**config.mk**
```make
export PLATFORM = sky130hd
export DESIGN_NAME = multicycle_carry_skip_adder_flat
export DESIGN_NICKNAME = d
export VERILOG_FILES = /design/src/rtl/multicycle_carry_skip_adder_pkg.sv /design/src/rtl/multicycle_carry_skip_adder_if.sv /design/src/rtl/multicycle_carry_skip_adder_csa.sv /design/src/rtl/multicycle_carry_skip_adder.sv /design/src/flat_wrapper.sv
export SDC_FILE = /design/constraint.sdc
export NUM_CORES = 1
export LEC_CHECK = 0
export CORE_ASPECT_RATIO = 2
export CORE_MARGIN = 5
export CORE_UTILIZATION = 55
export CTS_CLUSTER_SIZE = 25
export DETAILED_ROUTE_END_ITERATION = 6
export PLACE_DENSITY = 0.91
export SETUP_SLACK_MARGIN = 0.02
export SLEW_MARGIN = 40
export SYNTH_ARGS = -nofsm -noshare
export SYNTH_HDL_FRONTEND = slang
export SYNTH_SLANG_ARGS = --single-unit
```
**constraint.sdc**
```tcl
create_clock -name clk -period 7.3 [get_ports clk]
set_input_delay 2.19 -clock clk [delete_from_list [all_inputs] [get_ports clk]]
set_output_delay 2.19 -clock clk [all_outputs]
set_load 0.02 [all_outputs]
```
**src/rtl/multicycle_carry_skip_adder_pkg.sv**
```systemverilog
// ---------------------------------------------------------------------------
// multicycle_carry_skip_adder_pkg
// Shared definitions for the multicycle carry-skip adder block:
//   - FSM state encoding (IDLE / RUN / DONE)
//   - idx_width(): clog2-style helper that never returns less than 1, used to
//     size the slice index register
// No ports (package).
// ---------------------------------------------------------------------------
package multicycle_carry_skip_adder_pkg;

   typedef enum logic [1:0] {
      MCSA_IDLE = 2'd0,
      MCSA_RUN  = 2'd1,
      MCSA_DONE = 2'd2
   } mcsa_state_t;

   // max(1, ceil(log2(n))): a single-slice build still needs a 1-bit index
   function automatic int idx_width(input int n);
      int w;
      w = 1;
      while ((32'sd1 << w) < n) begin
         w = w + 1;
      end
      return w;
   endfunction

endpackage

```
**src/rtl/multicycle_carry_skip_adder_if.sv**
```systemverilog
// ---------------------------------------------------------------------------
// multicycle_carry_skip_adder_if
// Operand/result handshake bundle for multicycle_carry_skip_adder.
// Optional overflow flag exists only when MCSA_OVERFLOW_EN is defined.
// Signals:
//   in_valid  operands present            (master -> slave)
//   in_ready  slave accepts this cycle     (slave  -> master)
//   a, b      WIDTH-bit operands           (master -> slave)
//   carry_in  carry into bit 0             (master -> slave)
//   out_valid result valid                 (slave  -> master)
//   out_ready consumer takes result        (master -> slave)
//   sum       a + b + carry_in, low WIDTH  (slave  -> master)
//   carry_out carry out of bit WIDTH-1     (slave  -> master)
//   p         every bit propagates         (slave  -> master)
//   overflow  signed overflow (optional)   (slave  -> master)
// Modports: master (operand source / result consumer), slave (adder).
// ---------------------------------------------------------------------------
interface multicycle_carry_skip_adder_if #(
   parameter int WIDTH = 32
);
   logic             in_valid;
   logic             in_ready;
   logic [WIDTH-1:0] a;
   logic [WIDTH-1:0] b;
   logic             carry_in;
   logic             out_valid;
   logic             out_ready;
   logic [WIDTH-1:0] sum;
   logic             carry_out;
   logic             p;
`ifdef MCSA_OVERFLOW_EN
   logic             overflow;
`endif

   modport master (
      output in_valid, a, b, carry_in, out_ready,
      input  in_ready, out_valid, sum, carry_out, p
`ifdef MCSA_OVERFLOW_EN
      , input overflow
`endif
   );

   modport slave (
      input  in_valid, a, b, carry_in, out_ready,
      output in_ready, out_valid, sum, carry_out, p
`ifdef MCSA_OVERFLOW_EN
      , output overflow
`endif
   );

endinterface

```
**src/rtl/multicycle_carry_skip_adder_csa.sv**
```systemverilog
// ---------------------------------------------------------------------------
// carry_skip_adder
// Purely combinational WIDTH-bit carry-skip adder. Bits ripple inside blocks
// of BLOCK bits; when a whole block propagates, its carry-in bypasses the
// ripple chain straight to the next block.
// Optional output c_msb (MCSA_OVERFLOW_EN): carry into bit WIDTH-1, used by
// the parent to derive signed overflow.
// Ports:
//   a, b   in  WIDTH  operands
//   cin    in  1      carry into bit 0
//   sum    out WIDTH  a + b + cin, low WIDTH bits
//   cout   out 1      carry out of bit WIDTH-1
//   p      out 1      1 iff a ^ b is all ones
//   c_msb  out 1      carry into bit WIDTH-1 (MCSA_OVERFLOW_EN only)
// ---------------------------------------------------------------------------
module carry_skip_adder #(
   parameter int WIDTH = 8,
   parameter int BLOCK = 4
) (
   input  logic [WIDTH-1:0] a,
   input  logic [WIDTH-1:0] b,
   input  logic             cin,
   output logic [WIDTH-1:0] sum,
   output logic             cout,
   output logic             p
`ifdef MCSA_OVERFLOW_EN
   ,
   output logic             c_msb
`endif
);

   // Ripple within each block, skip mux at every block boundary
   always_comb begin
      logic carry_v;
      logic blk_in_v;
      logic blk_p_v;
      logic prop_v;
      logic blk_end_v;
      sum      = {WIDTH{1'b0}};
      p        = 1'b1;
      carry_v  = cin;
      blk_in_v = cin;
      blk_p_v  = 1'b1;
      prop_v   = 1'b0;
      blk_end_v = 1'b0;
`ifdef MCSA_OVERFLOW_EN
      c_msb    = 1'b0;
`endif
      for (int i = 0; i < WIDTH; i++) begin
         prop_v = a[i] ^ b[i];
         sum[i] = prop_v ^ carry_v;
`ifdef MCSA_OVERFLOW_EN
         c_msb  = (i == WIDTH - 1) ? carry_v : c_msb;
`endif
         carry_v   = (a[i] & b[i]) | (prop_v & carry_v);
         blk_p_v   = blk_p_v & prop_v;
         p         = p & prop_v;
         blk_end_v = ((i % BLOCK) == (BLOCK - 1)) || (i == WIDTH - 1);
         // Fully propagating block: carry-out is just the block's carry-in
         carry_v   = (blk_end_v && blk_p_v) ? blk_in_v : carry_v;
         blk_in_v  = blk_end_v ? carry_v : blk_in_v;
         blk_p_v   = blk_end_v ? 1'b1 : blk_p_v;
      end
      cout = carry_v;
   end

endmodule

```
**src/rtl/multicycle_carry_skip_adder.sv**
```systemverilog
// ---------------------------------------------------------------------------
// multicycle_carry_skip_adder
// Area-lean wide adder: WIDTH-bit operands are added CHUNK bits per clock
// through a single shared carry_skip_adder, with the inter-slice carry held
// in a register. Result latency is NUM_CHUNKS cycles after accept; with the
// consumer always ready, one result is produced every NUM_CHUNKS+1 cycles.
// Build option MCSA_OVERFLOW_EN adds the signed overflow output.
// Ports:
//   clk  in  1   clock, rising edge
//   rst  in  1   asynchronous reset, active-high
//   bus  slave modport of multicycle_carry_skip_adder_if
//        (in_valid/in_ready/a/b/carry_in in, out_valid/out_ready/sum/
//         carry_out/p[/overflow] out)
// ---------------------------------------------------------------------------
module multicycle_carry_skip_adder
   import multicycle_carry_skip_adder_pkg::*;
#(
   parameter int WIDTH = 32,
   parameter int CHUNK = 8
) (
   input  logic                          clk,
   input  logic                          rst,
   multicycle_carry_skip_adder_if.slave  bus
);

   localparam int NUM_CHUNKS = WIDTH / CHUNK;
   localparam int IDX_W      = idx_width(NUM_CHUNKS);
   localparam logic [IDX_W-1:0] LAST_IDX = IDX_W'(NUM_CHUNKS - 1);

   if ((WIDTH % CHUNK) != 0) begin : g_width_check
      $error("multicycle_carry_skip_adder: WIDTH must be a multiple of CHUNK");
   end

   mcsa_state_t      state_r;
   logic [WIDTH-1:0] a_r;
   logic [WIDTH-1:0] b_r;
   logic [WIDTH-1:0] sum_r;
   logic [IDX_W-1:0] idx_r;
   logic             carry_r;
   logic             p_acc_r;
   logic             out_valid_r;
   logic             carry_out_r;
   logic             p_r;
`ifdef MCSA_OVERFLOW_EN
   logic             overflow_r;
   logic             slice_c_msb_s;
`endif

   logic             accept_s;
   logic [CHUNK-1:0] slice_a_s;
   logic [CHUNK-1:0] slice_b_s;
   logic [CHUNK-1:0] slice_sum_s;
   logic             slice_cout_s;
   logic             slice_p_s;

   // In DONE the consumer retiring the result frees the block on the same edge
   assign bus.in_ready = (state_r == MCSA_IDLE) ||
                         ((state_r == MCSA_DONE) && bus.out_ready);
   assign accept_s     = bus.in_valid && bus.in_ready;

   assign slice_a_s = a_r[int'(idx_r) * CHUNK +: CHUNK];
   assign slice_b_s = b_r[int'(idx_r) * CHUNK +: CHUNK];

   carry_skip_adder #(
      .WIDTH (CHUNK)
   ) u_csa (
      .a     (slice_a_s),
      .b     (slice_b_s),
      .cin   (carry_r),
      .sum   (slice_sum_s),
      .cout  (slice_cout_s),
      .p     (slice_p_s)
`ifdef MCSA_OVERFLOW_EN
      ,
      .c_msb (slice_c_msb_s)
`endif
   );

   // FSM plus operand latch, slice-by-slice sum and registered result flags
   always_ff @(posedge clk or posedge rst) begin
      if (rst) begin
         state_r     <= MCSA_IDLE;
         a_r         <= {WIDTH{1'b0}};
         b_r         <= {WIDTH{1'b0}};
         sum_r       <= {WIDTH{1'b0}};
         idx_r       <= {IDX_W{1'b0}};
         carry_r     <= 1'b0;
         p_acc_r     <= 1'b0;
         out_valid_r <= 1'b0;
         carry_out_r <= 1'b0;
         p_r         <= 1'b0;
`ifdef MCSA_OVERFLOW_EN
         overflow_r  <= 1'b0;
`endif
      end else begin
         // Accept only happens in IDLE or DONE, never while RUN owns carry_r
         if (accept_s) begin
            a_r     <= bus.a;
            b_r     <= bus.b;
            carry_r <= bus.carry_in;
            p_acc_r <= 1'b1;
            idx_r   <= {IDX_W{1'b0}};
         end
         case (state_r)
            MCSA_IDLE: begin
               if (accept_s) begin
                  state_r <= MCSA_RUN;
               end
            end
            MCSA_RUN: begin
               sum_r[int'(idx_r) * CHUNK +: CHUNK] <= slice_sum_s;
               carry_r <= slice_cout_s;
               p_acc_r <= p_acc_r & slice_p_s;
               if (idx_r == LAST_IDX) begin
                  carry_out_r <= slice_cout_s;
                  p_r         <= p_acc_r & slice_p_s;
`ifdef MCSA_OVERFLOW_EN
                  overflow_r  <= slice_c_msb_s ^ slice_cout_s;
`endif
                  out_valid_r <= 1'b1;
                  state_r     <= MCSA_DONE;
               end else begin
                  idx_r <= idx_r + IDX_W'(1);
               end
            end
            MCSA_DONE: begin
               if (bus.out_ready) begin
                  out_valid_r <= 1'b0;
                  state_r     <= accept_s ? MCSA_RUN : MCSA_IDLE;
               end
            end
            default: begin
               out_valid_r <= 1'b0;
               state_r     <= MCSA_IDLE;
            end
         endcase
      end
   end

   assign bus.out_valid = out_valid_r;
   assign bus.sum       = sum_r;
   assign bus.carry_out = carry_out_r;
   assign bus.p         = p_r;
`ifdef MCSA_OVERFLOW_EN
   assign bus.overflow  = overflow_r;
`endif

endmodule

```
**src/flat_wrapper.sv**
```systemverilog
// flat-port wrapper written by rule: the top's interface ports become plain ports
module multicycle_carry_skip_adder_flat import multicycle_carry_skip_adder_pkg::*;
#(
   parameter int WIDTH = 32,
   parameter int CHUNK = 8
)
  (clk, rst, bus_in_valid, bus_a, bus_b, bus_carry_in, bus_out_ready, bus_in_ready, bus_out_valid, bus_sum, bus_carry_out, bus_p);
  multicycle_carry_skip_adder_if #(.WIDTH(WIDTH)) bus_i ();
  input  logic clk;
  input  logic rst;
  input wire logic [$bits(bus_i.in_valid)-1:0] bus_in_valid;
  input wire logic [$bits(bus_i.a)-1:0] bus_a;
  input wire logic [$bits(bus_i.b)-1:0] bus_b;
  input wire logic [$bits(bus_i.carry_in)-1:0] bus_carry_in;
  input wire logic [$bits(bus_i.out_ready)-1:0] bus_out_ready;
  output wire logic [$bits(bus_i.in_ready)-1:0] bus_in_ready;
  output wire logic [$bits(bus_i.out_valid)-1:0] bus_out_valid;
  output wire logic [$bits(bus_i.sum)-1:0] bus_sum;
  output wire logic [$bits(bus_i.carry_out)-1:0] bus_carry_out;
  output wire logic [$bits(bus_i.p)-1:0] bus_p;
  assign bus_i.in_valid = bus_in_valid;
  assign bus_i.a = bus_a;
  assign bus_i.b = bus_b;
  assign bus_i.carry_in = bus_carry_in;
  assign bus_i.out_ready = bus_out_ready;
  assign bus_in_ready = bus_i.in_ready;
  assign bus_out_valid = bus_i.out_valid;
  assign bus_sum = bus_i.sum;
  assign bus_carry_out = bus_i.carry_out;
  assign bus_p = bus_i.p;
  multicycle_carry_skip_adder #(.WIDTH(WIDTH), .CHUNK(CHUNK)) u_core (.clk(clk), .rst(rst), .bus(bus_i));
endmodule
```
==> summary.txt <==
Final layout
  – Non-filler cells, final: 554
  – Layout cells sized above 1: 23.1%
  – Number of diodes: 0
  – Util after Layout: 72.7%
  – Area delta synth->final: 30.6%
  – # nets final: 540

Clock network
  – Htree depth: 3
  – CTS Hold Bufs: 0
  – Setup Fix Bufs, Post-CTS: 0
  – Clock Path Buffers: 2
  – Skew-Pair Late Insertion Delay: 0.35 ns
  – CTS Sinks: 105
  – Worst-path clk slew: 0.07 ns
  – CTS tree: built
  – TritonCTS buffer count: 9
  – Post-CTS Resized: 0
  – Clock root cell: clkbuf_16

Worst hold path
  – Hold path startpoint: u_core.bus.sum[1]$_DFFE_PP0P_
  – Hold Crit Endpoint: u_core.bus.sum[1]$_DFFE_PP0P_
  – HP Class: flop to flop
  – Hold path depth: 2

Pwr
  – Pwr/cell area: 524 mW/mm^2
  – Design Power: 3.27 mW
  – LEAKAGE: 2.68 nW
  – Max VDD drop: 314 uV

Logic synthesis
  – Gate Count Post-Synth: 342
  – Synth area leader: dfrtp_1
  – Synth Area in XOR/XNOR: 0%
  – Post-synth top cells: dfrtp_1 (105), mux2_2 (64), nand2_1 (36)
  – Post-Synth Adder-Cell Area: 7.01%
  – Ys Warns: 0
  – Synthesized area per cell: 14.0 sq um
  – Area contributors post-synth: dfrtp_1 (55%), mux2_2 (15%), mux4_2 (7.5%)
  – FFs w/ async S/R, synth: 100%
  – Multiplexer share of the synthesized area: 22.8%
  – Synthesized Nets: 433
  – Synth Area in Compound Gates: 5.39%
  – Netlist Area Pre-Place: 0.00478 sq mm
  – Primary FF master, synth: dfrtp_1
  – Top-area cell type share of the netlist area: 54.9%
  – Largest family of logic cells by synthesized area: multiplexers
  – Cell variety after synth: 32
  – Seq cells post-synth: 105
  – Synth Area in Simple Gates: 6.62%
  – Count leader, synth: dfrtp_1
  – Register area share after synthesis: 54.9%
  – Post-synth EDFFs: 0

Critical path
  – CP Launch Type: input pin
  – Reg2reg start: u_core.idx_r[0]$_DFF_PP0_
  – Crit path DAT: 3.52 ns
  – CP required: 5.11 ns
  – CP max FO: 3
  – Worst Reg-to-Reg Cells: 15
  – Crit path capture type: output port
  – Setup Crit Path Kind: input pin to output port
  – R2r setup slk: 2.25 ns
  – Reg2reg end: u_core.bus.sum[23]$_DFFE_PP0P_

Detailed routing
  – Drc violations: 0
  – WL final: 11.2 mm
  – Final ANT Viol Nets: 0
  – Pre-antenna DRT Iters: 4
  – Via density: 5.64
  – Routed len/inst: 20.3 microns
  – Total number of vias: 3124
  – DR iter-0 viols: 271

Global routing
  – Gr usage total: 21.5%
  – First-pass GRT wire length: 17.8 mm
  – Antenna violations before repair: 0
  – Pin count of the biggest net entering global routing: 68
  – Global route total overflow: 0
  – Vias in the first global route: 3459

Timing
  – Final setup TNS: 0 ns
  – Worst setup margin: 1.59 ns
  – Worst slew margin: 45.5%
  – Clock Skew: 0.00839 ns
  – RSZ-0062 raised after global routing: false
  – Hold Vio Cnt, Final: 0
  – Finish-stage setup viols: 0
  – Max Slew Vio Count: 0
  – Worst Tran Pin Value: 0.817 ns
  – Fin crit period: 5.71 ns
  – FMAX: 0.175 GHz
  – Tcrit/Tclk final: 78.3%

Floorplanning
  – DIE HEIGHT: 142 microns
  – Initial Utilization: 55.7%
  – Core area: 0.00859 sq mm
  – Die Width: 75.9 microns
  – # rows: 48
  – Die area: 0.0108 sq mm
  – Io pins: 105

Place
  – Hpwl dp: 8.50 mm
  – Pre-CTS WS: 1.58 ns
  – Placed Cells incl. Taps: 538
  – Port Buffer Count: 104
  – Global placement routability congestion: 0.836

Status
  – Status: complete, no violations

Run
  – Max-Cap Viols: 0
cells by family after synthesis:
logic type | after synthesis
and+or+nand+nor | 62
buffers and inverters | 30
AOI/OAI and AO/OA | 42
adders and majority gates | 22
muxes | 81
DFF | 105
registers in the layout (all words and copies together) (netlist names):
register,cells
u_core.a_r,32
u_core.b_r,32
u_core.bus.sum,32
u_core.idx_r,2
u_core.state_r,2
u_core.bus.carry_out,1
u_core.bus.out_valid,1
u_core.bus.p,1
u_core.carry_r,1
u_core.p_acc_r,1
layer usage:
metal | vias to the layer above | wire length (microns) | GRT usage, %
met4 | 0 | 502 | 12.5
met3 | 27 | 480 | 3.49
met2 | 98 | 6780 | 41.5
li1 | 1415 | - | -
met5 | - | 0 | 0
met1 | 1584 | 3480 | 20.7
power breakdown:
part | internal, mW | switching [mW] | leakage [nW] | total, mW
clock network | 0.344 | 0.204 | 0.166 | 0.548
logic | 0.800 | 0.918 | 1.22 | 1.72
registers | 0.850 | 0.157 | 1.30 | 1.01
total | 1.99 | 1.28 | 2.68 | 3.27
cells in the final DEF, fill, tap and decap left out, types with 2 or more instances in the layout:
| cell type | instances |
|---|---|
| fa_1 | 8 |
| bufinv_16 | 3 |
| nand4_1 | 4 |
| clkbuf_16 | 9 |
| mux2_2 | 64 |
| nand2_1 | 36 |
| o21ai_0 | 28 |
| ha_1 | 14 |
| dfrtp_1 | 105 |
| nor2b_1 | 2 |
| nor2_1 | 8 |
| buf_4 | 4 |
| clkdlybuf4s50_1 | 104 |
| nand2b_1 | 2 |
| mux4_2 | 16 |
| inv_1 | 17 |
| a22o_1 | 9 |
worst max path at each step:
stage / start / endpoint / slack, ns / cells after the start
after global routing: bus_out_ready / bus_in_ready / 1.56 / 4
final: bus_out_ready / bus_in_ready / 1.59 / 4
after CTS: bus_out_ready / bus_in_ready / 1.58 / 4
after detailed placement: bus_out_ready / bus_in_ready / 1.58 / 4
after global placement: bus_out_ready / bus_in_ready / 1.62 / 4
after floorplan: rst / u_core.a_r[0]$_DFFE_PP0P_ / 2.35 / 1
layout make-up:
cell class | instances | area (sq um)
clock buffer | 11 | 243
clock inverter | 5 | 103
fill | 575 | 2340
inverter | 18 | 70.1
multi-input combinational | 207 | 2010
sequential | 105 | 2630
tap | 100 | 125
timing repair buffer | 108 | 1070
worst max-delay path: stages:
cell and delay [ns]:
clkdlybuf4s50_1 0.56, nor2b_4 0.07, nor2_1 0.09, clkdlybuf4s50_1 0.61
per-stage QoR:
stage	cell area (sq um)	hold WS, ns
6_report	6250	0.477
5_1_grt	6250	0.505
4_1_cts	6250	0.484
3_5_place_dp	5900	0.469
3_3_place_gp	5900	0.460
2_1_floorplan	4780	0.452
Power figures use the tool's default switching activity.
